File: src/rtl/mem_port_arbiter_if.sv
// Bundle of fetch, load/store and memory-side signals shared by the memory port arbiter.
// The arbiter is the slave; requesters and the memory model sit on the master side.
interface mem_port_arbiter_if #(
  parameter int unsigned ADDR_WIDTH = 32
);
  logic                  i_req;
  logic [ADDR_WIDTH-1:0] i_addr;
  logic                  i_gnt;
  logic                  i_rvalid;
  logic [31:0]           i_rdata;

  logic                  d_req;
  logic                  d_we;
  logic [1:0]            d_size;
  logic                  d_lock;
  logic [ADDR_WIDTH-1:0] d_addr;
  logic [31:0]           d_wdata;
  logic                  d_gnt;
  logic                  d_rvalid;
  logic [31:0]           d_rdata;

  logic [ADDR_WIDTH-1:0] mem_addr;
  logic [ADDR_WIDTH-1:0] mem_next_addr;
  logic [31:0]           mem_wdata;
  logic [1:0]            mem_size;
  logic                  mem_we;
  logic [31:0]           mem_rdata;

  modport master (
    output i_req, i_addr, d_req, d_we, d_size, d_lock, d_addr, d_wdata, mem_rdata,
    input  i_gnt, i_rvalid, i_rdata, d_gnt, d_rvalid, d_rdata,
           mem_addr, mem_next_addr, mem_wdata, mem_size, mem_we
  );

  modport slave (
    input  i_req, i_addr, d_req, d_we, d_size, d_lock, d_addr, d_wdata, mem_rdata,
    output i_gnt, i_rvalid, i_rdata, d_gnt, d_rvalid, d_rdata,
           mem_addr, mem_next_addr, mem_wdata, mem_size, mem_we
  );
endinterface

File: src/rtl/mem_port_arbiter.sv
// Arbitrates the single-ported data memory between instruction fetch and load/store, with
// fetch anti-starvation, locked D sequences and in-order routing of registered read data.
module mem_port_arbiter #(
  parameter int unsigned MAX_STARVE = 3,
  parameter int unsigned ADDR_WIDTH = 32
) (
  input logic              clk,
  input logic              rst,
  input logic              clk_enable,
  mem_port_arbiter_if.slave bus
);
  localparam int unsigned CntW = (MAX_STARVE > 0) ? $clog2(MAX_STARVE + 1) : 1;
  localparam logic [CntW-1:0] StarveMax = CntW'(MAX_STARVE);

  logic            en;
  logic            i_gnt, d_gnt;
  logic            starve_hit;
  logic [1:0]      d_size_eff;
  logic            lock_q, lock_d;
  logic [CntW-1:0] starve_q, starve_d;
  logic            pend_q, pend_d;
  logic            owner_q, owner_d;  // 1 = D issued the pending read

  assign en         = clk_enable & ~rst;
  assign starve_hit = (starve_q == StarveMax) & bus.i_req;
  assign d_size_eff = (bus.d_size == 2'd3) ? 2'd2 : bus.d_size;

  always_comb begin
    i_gnt = 1'b0;
    d_gnt = 1'b0;
    if (en) begin
      if (lock_q) begin
        // A held lock yields to fetch only when D has nothing to issue.
        if (bus.d_req)      d_gnt = 1'b1;
        else if (bus.i_req) i_gnt = 1'b1;
      end else if (starve_hit) begin
        i_gnt = 1'b1;
      end else if (bus.d_req) begin
        d_gnt = 1'b1;
      end else if (bus.i_req) begin
        i_gnt = 1'b1;
      end
    end
  end

  always_comb begin
    bus.mem_addr  = bus.d_addr;
    bus.mem_wdata = bus.d_wdata;
    bus.mem_size  = d_size_eff;
    bus.mem_we    = d_gnt & bus.d_we;
    if (i_gnt) begin
      bus.mem_addr = bus.i_addr;
      bus.mem_size = 2'd2;
    end
  end

  assign bus.mem_next_addr = bus.mem_addr + ADDR_WIDTH'(4);
  assign bus.i_gnt         = i_gnt;
  assign bus.d_gnt         = d_gnt;
  assign bus.i_rvalid      = pend_q & ~owner_q & ~rst;
  assign bus.d_rvalid      = pend_q & owner_q & ~rst;
  assign bus.i_rdata       = bus.mem_rdata;
  assign bus.d_rdata       = bus.mem_rdata;

  always_comb begin
    lock_d   = lock_q;
    starve_d = starve_q;
    pend_d   = pend_q;
    owner_d  = owner_q;
    if (en) begin
      pend_d  = i_gnt | (d_gnt & ~bus.d_we);
      owner_d = d_gnt;

      if (d_gnt)           lock_d = bus.d_lock;
      else if (!bus.d_req) lock_d = 1'b0;

      if (i_gnt || !bus.i_req)     starve_d = '0;
      else if (starve_q != StarveMax) starve_d = starve_q + CntW'(1);
    end
  end

  always_ff @(posedge clk) begin
    if (rst) begin
      lock_q   <= 1'b0;
      starve_q <= '0;
      pend_q   <= 1'b0;
      owner_q  <= 1'b0;
    end else begin
      lock_q   <= lock_d;
      starve_q <= starve_d;
      pend_q   <= pend_d;
      owner_q  <= owner_d;
    end
  end
endmodule
File: src/flat_wrapper.sv
// flat-port wrapper written by rule: the top's interface ports become plain ports
module mem_port_arbiter_flat 
#(
  parameter int unsigned MAX_STARVE = 3,
  parameter int unsigned ADDR_WIDTH = 32
)
  (clk, rst, clk_enable, bus_i_req, bus_i_addr, bus_d_req, bus_d_we, bus_d_size, bus_d_lock, bus_d_addr, bus_d_wdata, bus_mem_rdata, bus_i_gnt, bus_i_rvalid, bus_i_rdata, bus_d_gnt, bus_d_rvalid, bus_d_rdata, bus_mem_addr, bus_mem_next_addr, bus_mem_wdata, bus_mem_size, bus_mem_we);
  mem_port_arbiter_if #(.ADDR_WIDTH(ADDR_WIDTH)) bus_i ();
  input logic clk;
  input logic rst;
  input logic clk_enable;
  input wire logic [$bits(bus_i.i_req)-1:0] bus_i_req;
  input wire logic [$bits(bus_i.i_addr)-1:0] bus_i_addr;
  input wire logic [$bits(bus_i.d_req)-1:0] bus_d_req;
  input wire logic [$bits(bus_i.d_we)-1:0] bus_d_we;
  input wire logic [$bits(bus_i.d_size)-1:0] bus_d_size;
  input wire logic [$bits(bus_i.d_lock)-1:0] bus_d_lock;
  input wire logic [$bits(bus_i.d_addr)-1:0] bus_d_addr;
  input wire logic [$bits(bus_i.d_wdata)-1:0] bus_d_wdata;
  input wire logic [$bits(bus_i.mem_rdata)-1:0] bus_mem_rdata;
  output wire logic [$bits(bus_i.i_gnt)-1:0] bus_i_gnt;
  output wire logic [$bits(bus_i.i_rvalid)-1:0] bus_i_rvalid;
  output wire logic [$bits(bus_i.i_rdata)-1:0] bus_i_rdata;
  output wire logic [$bits(bus_i.d_gnt)-1:0] bus_d_gnt;
  output wire logic [$bits(bus_i.d_rvalid)-1:0] bus_d_rvalid;
  output wire logic [$bits(bus_i.d_rdata)-1:0] bus_d_rdata;
  output wire logic [$bits(bus_i.mem_addr)-1:0] bus_mem_addr;
  output wire logic [$bits(bus_i.mem_next_addr)-1:0] bus_mem_next_addr;
  output wire logic [$bits(bus_i.mem_wdata)-1:0] bus_mem_wdata;
  output wire logic [$bits(bus_i.mem_size)-1:0] bus_mem_size;
  output wire logic [$bits(bus_i.mem_we)-1:0] bus_mem_we;
  assign bus_i.i_req = bus_i_req;
  assign bus_i.i_addr = bus_i_addr;
  assign bus_i.d_req = bus_d_req;
  assign bus_i.d_we = bus_d_we;
  assign bus_i.d_size = bus_d_size;
  assign bus_i.d_lock = bus_d_lock;
  assign bus_i.d_addr = bus_d_addr;
  assign bus_i.d_wdata = bus_d_wdata;
  assign bus_i.mem_rdata = bus_mem_rdata;
  assign bus_i_gnt = bus_i.i_gnt;
  assign bus_i_rvalid = bus_i.i_rvalid;
  assign bus_i_rdata = bus_i.i_rdata;
  assign bus_d_gnt = bus_i.d_gnt;
  assign bus_d_rvalid = bus_i.d_rvalid;
  assign bus_d_rdata = bus_i.d_rdata;
  assign bus_mem_addr = bus_i.mem_addr;
  assign bus_mem_next_addr = bus_i.mem_next_addr;
  assign bus_mem_wdata = bus_i.mem_wdata;
  assign bus_mem_size = bus_i.mem_size;
  assign bus_mem_we = bus_i.mem_we;
  mem_port_arbiter #(.MAX_STARVE(MAX_STARVE), .ADDR_WIDTH(ADDR_WIDTH)) u_core (.clk(clk), .rst(rst), .clk_enable(clk_enable), .bus(bus_i));
endmodule
File: config.mk
export PLATFORM = sky130hd
export DESIGN_NAME = mem_port_arbiter_flat
export DESIGN_NICKNAME = d
export VERILOG_FILES = /design/src/rtl/mem_port_arbiter_if.sv /design/src/rtl/mem_port_arbiter.sv /design/src/flat_wrapper.sv
export SDC_FILE = /design/constraint.sdc
export NUM_CORES = 1
export LEC_CHECK = 0
export CAP_MARGIN = 10
export CORE_AREA = 2 2 118 120
export CTS_CLUSTER_DIAMETER = 120
export DETAILED_ROUTE_END_ITERATION = 12
export DIE_AREA = 0 0 120 122
export GPL_TIMING_DRIVEN = 0
export PLACE_DENSITY = 0.66
export SYNTH_ARGS = -nofsm -noshare
export SYNTH_HDL_FRONTEND = slang
export SYNTH_SLANG_ARGS = --single-unit
File: constraint.sdc
create_clock -name clk -period 4.58 [get_ports clk]
set_input_delay 1.145 -clock clk [delete_from_list [all_inputs] [get_ports clk]]
set_output_delay 1.145 -clock clk [all_outputs]
set_load 0.01 [all_outputs]
* Word level (Yosys, flattened, before mapping)
Cells that the tools add are included.
Storage, ports and cells: register bits after elaboration 5, output and inout port bits 167, word-level logic and storage cells 43
Operators by class: $add $sub $neg 2, equal/unequal tests 4, muxes and demuxes 16, bitwise operators 12, reductions and logical operators 5
Operators by type and width (number):
- $add 32x3->32 const B | 1
- $mux 32 | 1
- $mux 1 | 11
- $and 1x1->1 | 8
- $mux 2 | 4
- $eq 2x2->1 const B | 2
- $reduce_and 2->1 | 2
- $not 1->1 | 3
- $add 2x1->2 const B | 1
- $ne 2x1->1 const B | 1
- $ne 2x2->1 const B | 1
- $reduce_bool 2->1 | 1
- $logic_not 1->1 | 1
- $logic_or 1x1->1 | 1
- $or 1x1->1 | 1

* Logic depth before layout (Yosys ltp)
Gate-level depths: netlist of the first run.
depth in word-level cells 8, gate-level depth with buffers 14, gate-level depth less buffers 12

* Worst setup path after synthesis of the first run
OpenSTA, ideal clock, no wires.
path kind input -> output, from in rst, to out bus_mem_next_addr[26], arrival 3496 ps, data required time 3435 ps, path slack -61 ps, stages on the path 13, path buffers 2, cells stage by stage nand3b_4 a21o_4 clkinv_4 buf_8 buf_2 nand2_1 nand2_1 ha_1 inv_1 nor4_1 a32oi_1 o21bai_1 xnor2_1
On the way: cells in the longest elaborated chain, start to end 5
Ends and longest elaborated chain:
- start, declared | RTL line flat_wrapper.sv:10 | input logic rst;
- $not 1->1 | RTL line mem_port_arbiter.sv:24 | assign en = clk_enable & ~rst;
- $and 1x1->1 | RTL line mem_port_arbiter.sv:24
- $mux 1 | RTL line mem_port_arbiter.sv:31 | if (en) begin
- via bus_i_gnt | RTL line flat_wrapper.sv:21 | output wire logic [$bits(bus_i.i_gnt)-1:0] bus_i_gnt;
- $mux 32 | RTL line mem_port_arbiter.sv:51 | if (i_gnt) begin
- via bus_mem_addr[2] | RTL line flat_wrapper.sv:27 | output wire logic [$bits(bus_i.mem_addr)-1:0] bus_mem_addr;
- $add 32x3->32 | RTL line mem_port_arbiter.sv:57 | assign bus.mem_next_addr = bus.mem_addr + ADDR_WIDTH'(4);
- end, declared | RTL line flat_wrapper.sv:28 | output wire logic [$bits(bus_i.mem_next_addr)-1:0] bus_mem_next_addr;
The timed path passes the listed nets, and every way through them passes these cells.

* Worst setup path after layout of the first run
from in rst, to out bus_mem_next_addr[26]
On the way: cells in the longest elaborated chain, start to end 5
Ends and longest elaborated chain (RTL line):
- $not 1->1 | mem_port_arbiter.sv:24
- $and 1x1->1 | mem_port_arbiter.sv:24
- $mux 1 | mem_port_arbiter.sv:31
- $mux 32 | mem_port_arbiter.sv:51
- $add 32x3->32 | mem_port_arbiter.sv:57
Every way passes these cells.

==> results of run 1 <==
## power breakdown
part	internal (uW)	switching [uW]
clock network	115	29.8
logic	278	182
registers	45.5	1.24
total	439	213
## kinds of logic after synthesis
group | share of synthesized area [%]
flip-flops | 4.03
AND/OR/NAND/NOR | 35.1
adder cells (fa/ha/maj) | 1.01
XOR/XNOR | 9.87
multiplexers | 5.99
buffers and inverters | 34.7
AO/OA/AOI/OAI | 9.32
## critical path, stage by stage
cell      delay (ns)
buf_6           0.11
nand3b_4        0.15
a21o_4          0.24
buf_12          0.16
buf_12          0.14
nand2_1         0.10
nand2_4         0.07
ha_4            0.19
nand2_4         0.10
nor4_4          0.06
buf_4           0.15
a32oi_4         0.27
o21bai_4        0.19
xnor2_1         0.12
buf_2           0.15
## cells in the mapped netlist, types with 2 or more instances
cell type / n / area (sq um)
nor4_1: 4 / 25.0
nand4_1: 17 / 106
nor2_1: 12 / 45.0
nand3_1: 27 / 135
a31oi_1: 2 / 12.5
and4_1: 2 / 17.5
xor2_1: 17 / 149
a22oi_1: 3 / 22.5
buf_2: 4 / 20.0
and3_1: 6 / 37.5
ha_1: 2 / 25.0
nand2b_1: 5 / 31.3
nand2_1: 85 / 319
a211oi_2: 2 / 25.0
mux2_2: 4 / 45.0
xnor2_1: 11 / 96.3
inv_1: 12 / 45.0
buf_4: 101 / 758
o21ai_0: 3 / 15.0
a21oi_1: 5 / 25.0
mux2i_1: 9 / 90.1
nor3_1: 8 / 40.0
nor3b_1: 4 / 30.0
or3_1: 2 / 12.5
a2111oi_0: 2 / 17.5
nor4_2: 2 / 25.0
dfxtp_1: 5 / 100
a221oi_2: 2 / 30.0
## final cells by class
type,count,area (sq um),area share (%)
Buffer,107,837,15.1
Clock buffer,4,78.8,1.42
Inverter,13,65.1,1.17
Multi-Input combinational cell,250,1750,31.5
Sequential cell,5,100,1.80
Tap cell,180,225,4.06
Timing Repair Buffer,260,2500,45.0
## sequential cells by signal, summed over array words and instances (netlist names)
signal,flops
u_core.lock_q,1
u_core.starve_q,2
u_core.pend_q,1
u_core.owner_q,1
## timing repair
item / in CTS / in global routing
endpoints found under the hold margin: 0 / 0
cloned: 0 / 0
buffers inserted: 18 / 3
pin swaps: 16 / 10
endpoints found under the setup margin: 52 / 16
resized for setup: 113 / 15
## per-stage QoR
step           TNS [ns]  setup WS [ns]
4_1_cts         -0.0114       -0.00794
5_1_grt               0       0.000451
2_1_floorplan         0         0.0187
3_5_place_dp     -31.47          -2.08
6_report              0         0.0793
3_3_place_gp     -31.44          -2.08
## layer usage
metal | up-vias | routed length, microns | part of all wire [%]
met1 | 1570 | 5210 | 41
met2 | 185 | 6600 | 52
met5 | - | 0 | 0
met3 | 6 | 902 | 7.0
met4 | 0 | 104 | 0.81
li1 | 1713 | - | -
## path summary, 6_finish.rpt
kind / startpoint / end / slack (ns) / cells past startpoint
setup / recovery: rst / bus_mem_next_addr[26] / 0.08 / 15
hold / removal: u_core.owner_q / u_core.owner_q / 0.49 / 1
setup reg to reg: u_core.starve_q[0] / u_core.pend_q / 3.03 / 6
hold reg to reg: u_core.owner_q / u_core.owner_q / 0.49 / 1
==> results.json, run 1 <==
{
  "drt_iter0_markers": 169,
  "fillers": 1393,
  "max_cap_violations": 0,
  "postPlaceCellArea_sq_um": 5110,
  "die_x_microns": 120,
  "dp_cells": 795,
  "setup_viol": 0,
  "met3_usage_pct": 2.81,
  "yosysWarnings": 0,
  "avgViaCountPerCell": 4.24,
  "drc": 0,
  "grt_busiest_layer": "met2",
  "grt_max_degree": 11,
  "ys_seq_area_share_pct": 4.03,
  "ys_types": 46,
  "grt_pass1_wl_microns": 18800,
  "layout_common_cells": "210 x clkdlybuf4s50_1, 119 x buf_4, 80 x nand2_1",
  "clkSlewWorstSetupHoldPaths_ns": 0.03,
  "layout_commonest_cell": "clkdlybuf4s50_1",
  "whs_ns": 0.490,
  "status": "completed",
  "postSynthCellCount": 376,
  "place.gp.congestion": 0.751,
  "cts-root-buf": "clkbuf_16",
  "cp.arrival_ns": 3.36,
  "clk_latency_ns": 0.23,
  "antenna_cells": 0,
  "ys.flop_type": "dfxtp_1",
  "rows": 43,
  "fp.dieH_microns": 122,
  "ir_drop_mv": 0.0854,
  "fp.dieArea_sq_um": 14600,
  "synth_area_per_cell_sq_um": 6.61,
  "startpoint_type": "input port",
  "drive_gt1_share_pct": 29.3,
  "crit_type": "input port to output port",
  "worst_ep_required_time_ns": 3.43,
  "tightest_slew_ns": 0.730,
  "htreeDepth": 1,
  "fmax_mhz": 222,
  "ant_nets": 0,
  "leakage_uw": 0.00243,
  "slew_headroom_pct": 51.2,
  "antenna_found_initial": 0,
  "initial_core_util_pct": 18.4,
  "stdcell_count": 819,
  "finalMaxSlewViolations": 0,
  "drt-pass1-iter-count": 4,
  "end_kind": "output port",
  "max-clock-path-buffers": 2,
  "p_total_uw": 652,
  "hold_path_class": "flop to flop",
  "fin_area_sq_um": 5550,
  "ios": 304,
  "synth_nets": 515,
  "syn2layout_area_growth_pct": 123,
  "grt_pass1_vias": 3484,
  "power.density_nw_per_um2": 117,
  "ys_ff_latch": 5,
  "grt_overflow": 0,
  "clock-sinks": 5,
  "wl_per_cell_microns": 15.7,
  "final_core_util_pct": 41.1,
  "drt_wl_total_microns": 12800,
  "cts_tree": "done",
  "netlist_area_sq_um": 2480,
  "core_sq_um": 13500,
  "num_vias": 3474,
  "hold_viol": 0,
  "period_share_pct": 98.3,
  "rsz0062_at_grt": "false",
  "cp_max_fo": 10,
  "grtUsageTotal_pct": 16.5,
  "cts_buffers": 3,
  "synth_edf_count": 0,
  "async_reset_ff_share_pct": 0,
  "period_needed_ns": 4.50,
  "nets": 779,
  "hold_buffers": 0,
  "skew_ns": 0.000419,
  "use_met2_pct": 31.4,
  "grtUsageMet1_pct": 19.4,
  "portBuffers": 239,
  "dpl.hpwl_microns": 10700
}
Power figures use the tool's default switching activity.
==> run 2, diff against run 1 <==
--- a/config.mk
+++ b/config.mk
@@ -11,7 +11,7 @@
 export DETAILED_ROUTE_END_ITERATION = 12
 export DIE_AREA = 0 0 120 122
 export GPL_TIMING_DRIVEN = 0
-export PLACE_DENSITY = 0.66
+export PLACE_DENSITY_LB_ADDON = 0.05
 export SYNTH_ARGS = -nofsm -noshare
 export SYNTH_HDL_FRONTEND = slang
 export SYNTH_SLANG_ARGS = --single-unit
==> results.json, run 2 (synthesis results as in run 1) <==
{
  "avgViaCountPerCell": 4.21,
  "end_kind": "output port",
  "dpl.hpwl_microns": 10100,
  "cp.arrival_ns": 3.33,
  "drt_wl_total_microns": 11900,
  "max-clock-path-buffers": 2,
  "drive_gt1_share_pct": 29.3,
  "clk_latency_ns": 0.23,
  "setup_viol": 0,
  "grt_max_degree": 11,
  "period_needed_ns": 4.48,
  "wl_per_cell_microns": 14.4,
  "fin_area_sq_um": 5560,
  "hold_viol": 0,
  "ir_drop_mv": 0.0789,
  "core_sq_um": 13500,
  "cts-root-buf": "clkbuf_16",
  "postPlaceCellArea_sq_um": 5110,
  "worst_ep_required_time_ns": 3.43,
  "slew_headroom_pct": 59.0,
  "num_vias": 3462,
  "fmax_mhz": 223,
  "drt_iter0_markers": 118,
  "ff2ff_setup_slack_ns": 3.09,
  "worstRegToRegCells": 6,
  "crit_end": "bus_mem_next_addr[30]",
  "rsz0062_at_grt": "false",
  "ios": 304,
  "grt_pass1_wl_microns": 17700,
  "htreeDepth": 1,
  "finalMaxSlewViolations": 0,
  "clkSlewWorstSetupHoldPaths_ns": 0.03,
  "hold_path_class": "flop to flop",
  "largest_reg_flops": 2,
  "antenna_found_initial": 0,
  "die_x_microns": 120,
  "regToRegEndpoint": "u_core.pend_q",
  "place.gp.congestion": 0.779,
  "nets": 782,
  "drc": 0,
  "status": "completed",
  "skew_ns": 0.00180,
  "tightest_slew_ns": 0.614,
  "final_core_util_pct": 41.2,
  "syn2layout_area_growth_pct": 124,
  "drt-pass1-iter-count": 4,
  "power.density_nw_per_um2": 117,
  "initial_core_util_pct": 18.4,
  "max_cap_violations": 0,
  "cts_buffers": 3,
  "cts_tree": "done",
  "layout_common_cells": "216 x clkdlybuf4s50_1, 124 x buf_4, 78 x nand2_1",
  "rr_startpoint": "u_core.starve_q[0]",
  "grt_pass1_vias": 3381,
  "fp.dieH_microns": 122,
  "cp_max_fo": 11,
  "antenna_cells": 0,
  "dp_cells": 795,
  "hold_buffers": 0,
  "grtUsageTotal_pct": 14.8,
  "grt_overflow": 0,
  "leakage_uw": 0.00243,
  "clock-sinks": 5,
  "top_register": "u_core.starve_q",
  "startpoint_type": "input port",
  "stdcell_count": 822,
  "period_share_pct": 97.8,
  "crit_start": "rst",
  "setup_tns_ns": 0,
  "rows": 43,
  "crit_type": "input port to output port",
  "layout_commonest_cell": "clkdlybuf4s50_1",
  "portBuffers": 239,
  "fp.dieArea_sq_um": 14600,
  "ant_nets": 0
}
## run 2: what timing repair did
action / in CTS / in global routing
setup endpoints to repair: 52 / 15
pin swaps: 15 / 12
hold endpoints to repair: 0 / 0
buffers inserted: 18 / 9
gates resized for setup: 94 / 16
## run 2: metal layers
layer | up-vias | track usage, % | part of all wire [%]
li1 | 1715 | - | -
met1 | 1575 | 18.0 | 41
met2 | 170 | 28.1 | 52
met3 | 2 | 2.34 | 7.6
met4 | 0 | 1.40 | 0.12
met5 | - | 0 | 0
## run 2: how the worst min path moves through the flow
stage | slack (ns) | cells past startpoint | start | end
floorplan | 0.44 | 1 | u_core.owner_q | u_core.owner_q
global placement | 0.47 | 1 | u_core.owner_q | u_core.owner_q
detailed placement | 0.47 | 1 | u_core.owner_q | u_core.owner_q
CTS | 0.48 | 1 | u_core.owner_q | u_core.owner_q
global route | 0.51 | 1 | u_core.owner_q | u_core.owner_q
finish | 0.48 | 1 | u_core.owner_q | u_core.owner_q
## run 2: final cells by class
cell class	instances	area (sq um)
Buffer	105	801
Tap cell	180	225
Sequential cell	5	100
Timing Repair Buffer	265	2560
Multi-Input combinational cell	250	1740
Clock buffer	4	78.8
Fill cell	1413	7940
Inverter	13	63.8
## run 2: stage by stage
stage          hold WS, ns  setup WS [ns]  power [uW]
2_1_floorplan        0.443         0.0187         229
3_3_place_gp         0.466          -2.00         498
3_5_place_dp         0.470          -2.02         500
4_1_cts              0.480        0.00473         654
5_1_grt              0.515        0.00897         687
6_report             0.479          0.102         649
## run 2: where the power goes
group          leakage, uW  internal [uW]  total (uW)  switching (uW)
combinational      0.00235            281         459             178
clock            0.0000382            115         143            27.7
sequential       0.0000408           45.5        46.7            1.18
## run 2: worst max-delay path, stage by stage
cell      delay [ns]
buf_6           0.11
nand3b_4        0.16
a21o_4          0.24
buf_12          0.16
nand2_2         0.07
nand2_2         0.08
ha_4            0.19
buf_4           0.14
nand2_4         0.07
nor4_4          0.05
buf_4           0.14
a32oi_4         0.27
buf_4           0.18
a21oi_2         0.03
xor2_1          0.14
buf_2           0.15
==> run 3, diff against run 2 <==
--- a/config.mk
+++ b/config.mk
@@ -12,6 +12,7 @@
 export DIE_AREA = 0 0 120 122
 export GPL_TIMING_DRIVEN = 0
 export PLACE_DENSITY_LB_ADDON = 0.05
+export SLEW_MARGIN = 20
 export SYNTH_ARGS = -nofsm -noshare
 export SYNTH_HDL_FRONTEND = slang
 export SYNTH_SLANG_ARGS = --single-unit
==> results of run 3 <==
Same layout as run 2: the final DEF is identical, and so are final timing and power.
